[src/rtl/card_anim_pkg.sv]
`default_nettype none
// +----------------------------------------------------------------------+
// | card_anim_pkg                                                        |
// | Shared types and constants for the card deal animation stage.        |
// | Rev 1.0 - initial release                                            |
// +----------------------------------------------------------------------+
package card_anim_pkg;

    typedef enum logic [1:0] {
        IDLE = 2'd0,
        MOVE = 2'd1,
        LAND = 2'd2
    } anim_state_t;

    localparam int CARD_W    = 56;
    localparam int CARD_H    = 80;
    localparam int DECK_XPOS = 252;
    localparam int DECK_YPOS = 365;
    localparam int SCREEN_W  = 640;
    localparam int SCREEN_H  = 480;

    localparam logic [11:0] TRANSPARENT_RGB = 12'hF0F;

    function automatic logic [10:0] clamp_coord(input logic [10:0] val, input logic [10:0] lim);
        return (val > lim) ? lim : val;
    endfunction

endpackage
`default_nettype wire

[src/rtl/vga_if.sv]
`default_nettype none
// +----------------------------------------------------------------------+
// | vga_if                                                               |
// | VGA timing and colour bundle passed between pipeline stages.         |
// | Rev 1.0 - initial release                                            |
// +----------------------------------------------------------------------+
interface vga_if;
    logic [10:0] hcount;
    logic [10:0] vcount;
    logic        hsync;
    logic        vsync;
    logic        hblnk;
    logic        vblnk;
    logic [11:0] rgb;

    modport in  (input  hcount, vcount, hsync, vsync, hblnk, vblnk, rgb);
    modport out (output hcount, vcount, hsync, vsync, hblnk, vblnk, rgb);
endinterface
`default_nettype wire

[src/rtl/card_pos_stepper.sv]
`default_nettype none
// +----------------------------------------------------------------------+
// | card_pos_stepper                                                     |
// | One-axis mover: steps cur toward tgt by min(STEP,|diff|) on a tick.  |
// | Rev 1.0 - initial release                                            |
// +----------------------------------------------------------------------+
module card_pos_stepper #(
    parameter int STEP = 4,
    parameter int W    = 11
) (
    input  logic [W-1:0] i_cur,
    input  logic [W-1:0] i_tgt,
    input  logic         i_tick,
    output logic [W-1:0] o_nxt,
    output logic         o_arrived
);

    localparam logic [W-1:0] c_step = W'(STEP);

    logic         w_up;
    logic [W-1:0] w_diff;
    logic [W-1:0] w_amt;

    always_comb begin
        w_up   = (i_tgt >= i_cur);
        w_diff = w_up ? (i_tgt - i_cur) : (i_cur - i_tgt);
        w_amt  = (w_diff > c_step) ? c_step : w_diff;
        o_nxt  = i_cur;
        if (i_tick) begin
            o_nxt = w_up ? (i_cur + w_amt) : (i_cur - w_amt);
        end
    end

    assign o_arrived = (o_nxt == i_tgt);

endmodule
`default_nettype wire

[src/rtl/delay.sv]
`default_nettype none
// +----------------------------------------------------------------------+
// | delay                                                                |
// | Generic WIDTH-bit shift register of CLK_DEL clocks, async clear.     |
// | Rev 1.0 - initial release                                            |
// +----------------------------------------------------------------------+
module delay #(
    parameter int WIDTH   = 8,
    parameter int CLK_DEL = 1
) (
    input  logic             clk,
    input  logic             rst_n,
    input  logic [WIDTH-1:0] i_data,
    output logic [WIDTH-1:0] o_data
);

    generate
        if (CLK_DEL == 0) begin : g_pass
            assign o_data = i_data;
        end else begin : g_pipe
            logic [WIDTH-1:0] r_stage [CLK_DEL];

            always_ff @(posedge clk or negedge rst_n) begin
                if (!rst_n) begin
                    for (int i = 0; i < CLK_DEL; i++) r_stage[i] <= '0;
                end else begin
                    r_stage[0] <= i_data;
                    for (int i = 1; i < CLK_DEL; i++) r_stage[i] <= r_stage[i-1];
                end
            end

            assign o_data = r_stage[CLK_DEL-1];
        end
    endgenerate

endmodule
`default_nettype wire

[src/rtl/card_deal_anim.sv]
`default_nettype none
// +----------------------------------------------------------------------+
// | card_deal_anim                                                       |
// | Slides a face-down card sprite from the deck to a table slot, one    |
// | step per frame, overlaying ROM pixels on the VGA stream.             |
// | Option: CARD_ANIM_TRANSPARENT_EN makes ROM colour 12'hF0F see-through.|
// | Rev 1.0 - initial release                                            |
// +----------------------------------------------------------------------+
module card_deal_anim #(
    parameter int DECK_XPOS = card_anim_pkg::DECK_XPOS,
    parameter int DECK_YPOS = card_anim_pkg::DECK_YPOS,
    parameter int CARD_W    = card_anim_pkg::CARD_W,
    parameter int CARD_H    = card_anim_pkg::CARD_H,
    parameter int STEP      = 4,
    parameter int ROM_LAT   = 2
) (
    input  logic        clk,
    input  logic        rst_n,
    input  logic        deal_req,
    input  logic [10:0] target_x,
    input  logic [10:0] target_y,
    output logic        deal_ack,
    output logic        busy,
    output logic        done,
    input  logic [11:0] rgb_pixel,
    output logic [12:0] pixel_addr,
    vga_if.in           vga_in,
    vga_if.out          vga_out
);

    import card_anim_pkg::*;

    localparam logic [10:0] c_deck_x = 11'(DECK_XPOS);
    localparam logic [10:0] c_deck_y = 11'(DECK_YPOS);
    localparam logic [10:0] c_card_w = 11'(CARD_W);
    localparam logic [10:0] c_card_h = 11'(CARD_H);
    localparam logic [10:0] c_max_x  = 11'(SCREEN_W - CARD_W);
    localparam logic [10:0] c_max_y  = 11'(SCREEN_H - CARD_H);
    localparam int          c_pipe_w = 39;

    anim_state_t r_state, w_state_nxt;
    logic [10:0] r_pos_x, r_pos_y, w_pos_x_nxt, w_pos_y_nxt;
    logic [10:0] r_tgt_x, r_tgt_y, w_tgt_x_nxt, w_tgt_y_nxt;
    logic [10:0] w_step_x, w_step_y;
    logic        w_arr_x, w_arr_y;
    logic        r_vblnk_prev, w_tick;
    logic        r_deal_ack, w_deal_ack_nxt;
    logic        r_done, w_done_nxt;

    assign w_tick = vga_in.vblnk & ~r_vblnk_prev;

    card_pos_stepper #(.STEP(STEP), .W(11)) u_step_x (
        .i_cur     (r_pos_x),
        .i_tgt     (r_tgt_x),
        .i_tick    (w_tick),
        .o_nxt     (w_step_x),
        .o_arrived (w_arr_x)
    );

    card_pos_stepper #(.STEP(STEP), .W(11)) u_step_y (
        .i_cur     (r_pos_y),
        .i_tgt     (r_tgt_y),
        .i_tick    (w_tick),
        .o_nxt     (w_step_y),
        .o_arrived (w_arr_y)
    );

    always_ff @(posedge clk or negedge rst_n) begin
        if (!rst_n) begin
            r_state      <= IDLE;
            r_pos_x      <= c_deck_x;
            r_pos_y      <= c_deck_y;
            r_tgt_x      <= c_deck_x;
            r_tgt_y      <= c_deck_y;
            r_vblnk_prev <= 1'b0;
            r_deal_ack   <= 1'b0;
            r_done       <= 1'b0;
        end else begin
            r_state      <= w_state_nxt;
            r_pos_x      <= w_pos_x_nxt;
            r_pos_y      <= w_pos_y_nxt;
            r_tgt_x      <= w_tgt_x_nxt;
            r_tgt_y      <= w_tgt_y_nxt;
            r_vblnk_prev <= vga_in.vblnk;
            r_deal_ack   <= w_deal_ack_nxt;
            r_done       <= w_done_nxt;
        end
    end

    always_comb begin
        w_state_nxt    = r_state;
        w_pos_x_nxt    = r_pos_x;
        w_pos_y_nxt    = r_pos_y;
        w_tgt_x_nxt    = r_tgt_x;
        w_tgt_y_nxt    = r_tgt_y;
        w_deal_ack_nxt = 1'b0;
        w_done_nxt     = 1'b0;
        case (r_state)
            IDLE: begin
                if (deal_req) begin
                    w_tgt_x_nxt    = clamp_coord(target_x, c_max_x);
                    w_tgt_y_nxt    = clamp_coord(target_y, c_max_y);
                    w_pos_x_nxt    = c_deck_x;
                    w_pos_y_nxt    = c_deck_y;
                    w_deal_ack_nxt = 1'b1;
                    w_state_nxt    = MOVE;
                end
            end
            MOVE: begin
                if (w_tick) begin
                    w_pos_x_nxt = w_step_x;
                    w_pos_y_nxt = w_step_y;
                    if (w_arr_x && w_arr_y) w_state_nxt = LAND;
                end
            end
            LAND: begin
                if (w_tick) begin
                    w_done_nxt  = 1'b1;
                    w_state_nxt = IDLE;
                end
            end
            default: w_state_nxt = IDLE;
        endcase
    end

    assign deal_ack = r_deal_ack;
    assign done     = r_done;
    assign busy     = (r_state != IDLE);

    // Window decode runs on the undelayed stream so the ROM has ROM_LAT clocks to answer.
    logic [10:0] w_dx, w_dy;
    logic        w_in_x, w_in_y, w_in_window;

    assign w_dx        = vga_in.hcount - r_pos_x;
    assign w_dy        = vga_in.vcount - r_pos_y;
    assign w_in_x      = (vga_in.hcount >= r_pos_x) && (w_dx < c_card_w);
    assign w_in_y      = (vga_in.vcount >= r_pos_y) && (w_dy < c_card_h);
    assign w_in_window = busy && w_in_x && w_in_y;
    assign pixel_addr  = w_in_window ? 13'(int'(w_dy) * CARD_W + int'(w_dx)) : 13'd0;

    logic [c_pipe_w-1:0] w_pipe_in, w_pipe_out;
    logic                w_flag_d;
    logic [10:0]         w_hcount_d, w_vcount_d;
    logic                w_hsync_d, w_vsync_d, w_hblnk_d, w_vblnk_d;
    logic [11:0]         w_rgb_d;
    logic                w_use_rom;

    assign w_pipe_in = {w_in_window, vga_in.hcount, vga_in.vcount, vga_in.hsync,
                        vga_in.vsync, vga_in.hblnk, vga_in.vblnk, vga_in.rgb};

    delay #(.WIDTH(c_pipe_w), .CLK_DEL(ROM_LAT)) u_pipe (
        .clk    (clk),
        .rst_n  (rst_n),
        .i_data (w_pipe_in),
        .o_data (w_pipe_out)
    );

    assign {w_flag_d, w_hcount_d, w_vcount_d, w_hsync_d,
            w_vsync_d, w_hblnk_d, w_vblnk_d, w_rgb_d} = w_pipe_out;

`ifdef CARD_ANIM_TRANSPARENT_EN
    assign w_use_rom = w_flag_d && (rgb_pixel != TRANSPARENT_RGB);
`else
    assign w_use_rom = w_flag_d;
`endif

    always_ff @(posedge clk or negedge rst_n) begin
        if (!rst_n) begin
            vga_out.hcount <= '0;
            vga_out.vcount <= '0;
            vga_out.hsync  <= 1'b0;
            vga_out.vsync  <= 1'b0;
            vga_out.hblnk  <= 1'b0;
            vga_out.vblnk  <= 1'b0;
            vga_out.rgb    <= '0;
        end else begin
            vga_out.hcount <= w_hcount_d;
            vga_out.vcount <= w_vcount_d;
            vga_out.hsync  <= w_hsync_d;
            vga_out.vsync  <= w_vsync_d;
            vga_out.hblnk  <= w_hblnk_d;
            vga_out.vblnk  <= w_vblnk_d;
            vga_out.rgb    <= w_use_rom ? rgb_pixel : w_rgb_d;
        end
    end

endmodule
`default_nettype wire

[src/flat_wrapper.sv]
// flat-port wrapper written by rule: the top's interface ports become plain ports
module card_deal_anim_flat import card_anim_pkg::*;
#(
    parameter int DECK_XPOS = card_anim_pkg::DECK_XPOS,
    parameter int DECK_YPOS = card_anim_pkg::DECK_YPOS,
    parameter int CARD_W    = card_anim_pkg::CARD_W,
    parameter int CARD_H    = card_anim_pkg::CARD_H,
    parameter int STEP      = 4,
    parameter int ROM_LAT   = 2
)
  (clk, rst_n, deal_req, target_x, target_y, deal_ack, busy, done, rgb_pixel, pixel_addr, vga_in_hcount, vga_in_vcount, vga_in_hsync, vga_in_vsync, vga_in_hblnk, vga_in_vblnk, vga_in_rgb, vga_out_hcount, vga_out_vcount, vga_out_hsync, vga_out_vsync, vga_out_hblnk, vga_out_vblnk, vga_out_rgb);
  vga_if vga_in_i ();
  vga_if vga_out_i ();
  input  logic clk;
  input  logic rst_n;
  input  logic deal_req;
  input  logic [10:0] target_x;
  input  logic [10:0] target_y;
  output logic deal_ack;
  output logic busy;
  output logic done;
  input  logic [11:0] rgb_pixel;
  output logic [12:0] pixel_addr;
  input wire logic [$bits(vga_in_i.hcount)-1:0] vga_in_hcount;
  input wire logic [$bits(vga_in_i.vcount)-1:0] vga_in_vcount;
  input wire logic [$bits(vga_in_i.hsync)-1:0] vga_in_hsync;
  input wire logic [$bits(vga_in_i.vsync)-1:0] vga_in_vsync;
  input wire logic [$bits(vga_in_i.hblnk)-1:0] vga_in_hblnk;
  input wire logic [$bits(vga_in_i.vblnk)-1:0] vga_in_vblnk;
  input wire logic [$bits(vga_in_i.rgb)-1:0] vga_in_rgb;
  output wire logic [$bits(vga_out_i.hcount)-1:0] vga_out_hcount;
  output wire logic [$bits(vga_out_i.vcount)-1:0] vga_out_vcount;
  output wire logic [$bits(vga_out_i.hsync)-1:0] vga_out_hsync;
  output wire logic [$bits(vga_out_i.vsync)-1:0] vga_out_vsync;
  output wire logic [$bits(vga_out_i.hblnk)-1:0] vga_out_hblnk;
  output wire logic [$bits(vga_out_i.vblnk)-1:0] vga_out_vblnk;
  output wire logic [$bits(vga_out_i.rgb)-1:0] vga_out_rgb;
  assign vga_in_i.hcount = vga_in_hcount;
  assign vga_in_i.vcount = vga_in_vcount;
  assign vga_in_i.hsync = vga_in_hsync;
  assign vga_in_i.vsync = vga_in_vsync;
  assign vga_in_i.hblnk = vga_in_hblnk;
  assign vga_in_i.vblnk = vga_in_vblnk;
  assign vga_in_i.rgb = vga_in_rgb;
  assign vga_out_hcount = vga_out_i.hcount;
  assign vga_out_vcount = vga_out_i.vcount;
  assign vga_out_hsync = vga_out_i.hsync;
  assign vga_out_vsync = vga_out_i.vsync;
  assign vga_out_hblnk = vga_out_i.hblnk;
  assign vga_out_vblnk = vga_out_i.vblnk;
  assign vga_out_rgb = vga_out_i.rgb;
  card_deal_anim #(.DECK_XPOS(DECK_XPOS), .DECK_YPOS(DECK_YPOS), .CARD_W(CARD_W), .CARD_H(CARD_H), .STEP(STEP), .ROM_LAT(ROM_LAT)) u_core (.clk(clk), .rst_n(rst_n), .deal_req(deal_req), .target_x(target_x), .target_y(target_y), .deal_ack(deal_ack), .busy(busy), .done(done), .rgb_pixel(rgb_pixel), .pixel_addr(pixel_addr), .vga_in(vga_in_i), .vga_out(vga_out_i));
endmodule
[config.mk]
export PLATFORM = sky130hd
export DESIGN_NAME = card_deal_anim_flat
export DESIGN_NICKNAME = d
export VERILOG_FILES = /design/src/rtl/card_anim_pkg.sv /design/src/rtl/vga_if.sv /design/src/rtl/card_pos_stepper.sv /design/src/rtl/delay.sv /design/src/rtl/card_deal_anim.sv /design/src/flat_wrapper.sv
export SDC_FILE = /design/constraint.sdc
export NUM_CORES = 1
export LEC_CHECK = 0
export BUFFER_PORTS_ARGS = -buffer_cell sky130_fd_sc_hd__buf_4
export CELL_PAD_IN_SITES_DETAIL_PLACEMENT = 0
export CELL_PAD_IN_SITES_GLOBAL_PLACEMENT = 1
export CORE_AREA = 8 8 153 169
export CTS_CLUSTER_SIZE = 8
export DETAILED_ROUTE_END_ITERATION = 8
export DIE_AREA = 0 0 161 177
export GPL_ROUTABILITY_DRIVEN = 0
export PLACE_DENSITY_LB_ADDON = 0.1
export REMOVE_ABC_BUFFERS = 1
export SYNTH_ARGS = -nofsm -noshare
export SYNTH_HDL_FRONTEND = slang
export SYNTH_SLANG_ARGS = --single-unit
[constraint.sdc]
create_clock -name clk -period 8.6 [get_ports clk]
set_input_delay 2.15 -clock clk [delete_from_list [all_inputs] [get_ports clk]]
set_output_delay 2.15 -clock clk [all_outputs]
set_load 0.02 [all_outputs]
==> summary.md <==
| Metric | Value |
|---|---|
| Fin area | `0.0126 mm2` |
| Worst path bufs/invs | `6` |
| Fraction of registers with async set/reset | `100%` |
| GRT Util Overall | `20.0%` |
| Status | `complete, no violations` |
| CORE AREA | `0.0232 mm2` |
| Minimum clock period | `8.40 ns` |
| Area delta synth->final | `20.9%` |
| Die Height | `177 um` |
| Fin. max-slew vios | `0` |
| Die area | `0.0285 mm2` |
| Initial antenna violation count | `0` |
| Critical path start-end classification | `primary input to output port` |
| Number of cell rows | `59` |
| Cell chain of the critical path | `buf_6, inv_2, ha_4, inv_2, fa_2, buf_6, xor2_2, fa_1, ha_4, fa_1, ha_4, inv_2, o21bai_1, a21oi_2, o21bai_1, a21oi_2, nor2b_1, o21ai_1, xnor2_1, or3_1, and3_4, buf_6` |
| Worst setup path startpoint | `vga_in_vcount[0]` |
| Crit end category | `output port` |
| EDFF count, synth | `0` |
| DR vias | `8137` |
| First-pass GRT wire length | `44700 um` |
| Initial Util | `45.0%` |
| Port-buffer cells | `128` |
| Reg clk slew, reported paths | `0.07 ns` |
| Critical Path Start Type | `primary input` |
| CTS Buf Count | `17` |
| Synth Area per Inst | `9.79 um2` |
| Most common cell after layout, fill and taps aside | `buf_4` |
| Slew margin rel. | `39.3%` |
| Reg2reg start | `u_core.r_tgt_x[8]` |
| Vias in the first global route | `8162` |
| Finished Layout Cells | `1528` |
| Tightest Pin Transition | `0.911 ns` |
| Most frequent cells in the layout | `151 x buf_4, 140 x dfrtp_1, 101 x ha_1, 96 x inv_1, 76 x a21oi_1` |
| Drc violations | `0` |
| Max Cap Viol | `0` |
| Critical path peak fanout | `2` |
| I/O Pins | `129` |
| Pre-antenna DRT Iters | `5` |
| Placed insts | `1493` |
| HP Start | `u_core.u_pipe.g_pipe.r_stage[62]` |
| Fin. Hold Viols | `0` |
| Critical Path AT | `6.25 ns` |
| Peak per-stage delay on the critical path | `0.52 ns` |
| Gr ovfl total | `0` |
| Clock Skew | `0.00976 ns` |
| Sink Count | `164` |
| Maximum root-to-sink buffer count | `2` |
| CP required | `6.45 ns` |
| DP Wirelength | `21900 um` |
| Worst Hold Class | `flop to flop` |
| Total routed wirelength | `28300 um` |
| CTS tree | `done` |
| # fillers | `2164` |
| Post-route ant nets | `0` |
| Flops & latches, synth | `164` |
| Area after DPL | `0.0118 mm2` |
| CP top delay family | `adder cells` |
| Root Buffer | `clkbuf_16` |
| Final setup viols | `0` |
| Max Freq | `0.119 GHz` |
| Largest net degree at the start of global routing | `93` |
| Yosys cell types | `78` |
| Crit path max-delay cell type | `fa_1` |
| Nets@finish | `1408` |
| Period utilisation layout | `97.7%` |
| Ratio of cells with drive above 1 in the final layout | `21.8%` |
| DR iter-0 viols | `458` |
| Post-Syn Area | `0.0104 mm2` |
| Synth Flop Type | `dfrtp_1` |
| Die width | `161 um` |
| H-Tree Depth | `4` |
| Share of the yosys chip area belonging to registers | `39.6%` |
| Worst-Skew Late Latency | `0.43 ns` |
| Number of synthesis warnings | `0` |
| Post-Syn Instances | `1065` |
| # diodes | `0` |
| WL/cell | `18.5 um` |
| Vias/cell | `5.33` |
[cell type report]
type                       count  area [um2]  share of cell area, %
multi-input combinational    768        5900                   46.8
clock inverter                14         181                   1.44
inverter                     104         390                   3.10
sequential                   164        4130                   32.8
clock buffer                  18         439                   3.48
timing repair buffer         155        1180                   9.35
tap                          305         382                   3.03
[Yosys cell counts, drive strengths merged, types with 20 or more instances]
library cell	count	area share (%)
nor3	24	1.2
a21oi	84	4.1
ha	106	13
nand2	57	2.1
a21o	20	1.4
inv	103	3.7
dfstp	24	6.0
xor2	25	2.1
xnor2	58	4.9
o21ai	64	3.1
nor2	73	2.6
dfrtp	140	34
[per-stage QoR]
stage	setup slack, ns	hold WS [ns]	util (%)	setup TNS [ns]
floorplan	0.309	0.331	-	0
global placement	0.0341	0.331	51.0	0
detailed placement	-0.0424	0.335	51.0	-0.0424
CTS	0.0149	0.346	53.7	0
global route	-0.00735	0.350	54.4	-0.00735
finish	0.202	0.345	54.4	0
[what timing repair did]
action,in CTS,in global routing
hold buffers,0,0
setup buffers,0,4
pin swaps,0,24
setup endpoints to repair,1,12
resized for setup,1,33
cloned,0,0
endpoints found under the hold margin,0,0
[per-layer routing]
layer	global-route usage, %	wire length, um	vias to the layer above
met4	7.26	754	0
met3	3.00	957	34
met2	34.2	14000	163
met1	25.4	12500	3917
li1	-	-	4023
met5	0	0	-
[registers in the layout (all words and copies together), names as in the netlist]
register / count
u_core.r_pos_x: 11
u_core.vga_out.hcount: 11
u_core.u_pipe.g_pipe.r_stage: 39
u_core.vga_out.vcount: 11
u_core.r_state: 2
u_core.vga_out.hsync: 1
u_core.vga_out.rgb: 12
u_core.deal_ack: 1
u_core.r_tgt_x: 11
u_core.r_tgt_y: 11
u_core.vga_out.vblnk: 1
u_core.vga_out.hblnk: 1
u_core.vga_out.vsync: 1
u_core.u_pipe.o_data: 39
u_core.done: 1
u_core.r_pos_y: 11
[kinds of logic (layout without fill, tap and decap cells)]
| logic type | count (synthesis) | after routing | synth area share, % |
|---|---|---|---|
| muxes | 21 | 21 | 2.16 |
| xor gates and xnor gates | 83 | 83 | 6.97 |
| and+or+nand+nor | 253 | 253 | 12.1 |
| DFF | 164 | 164 | 39.6 |
| adders and majority gates | 123 | 123 | 16.0 |
| AOI/OAI and AO/OA | 288 | 288 | 18.1 |
| buffers and inverters | 133 | 291 | 5.06 |
[path summary, 6_finish.rpt]
kind                            slack, ns  depth (start not counted)                                to
worst min-delay path                 0.34                          0          u_core.u_pipe.o_data[23]
worst min register to register       0.34                          0          u_core.u_pipe.o_data[23]
worst max-delay path                 0.20                         22                    pixel_addr[12]
max in group asynchronous            5.34                          2  u_core.u_pipe.g_pipe.r_stage[76]
worst max register to register       1.03                         26                 u_core.r_state[0]
min in group asynchronous            1.77                          1             u_core.vga_out.rgb[9]
Power is not shown: default switching activity piles up to over one toggle a cycle in this logic, so the estimate is an artifact.
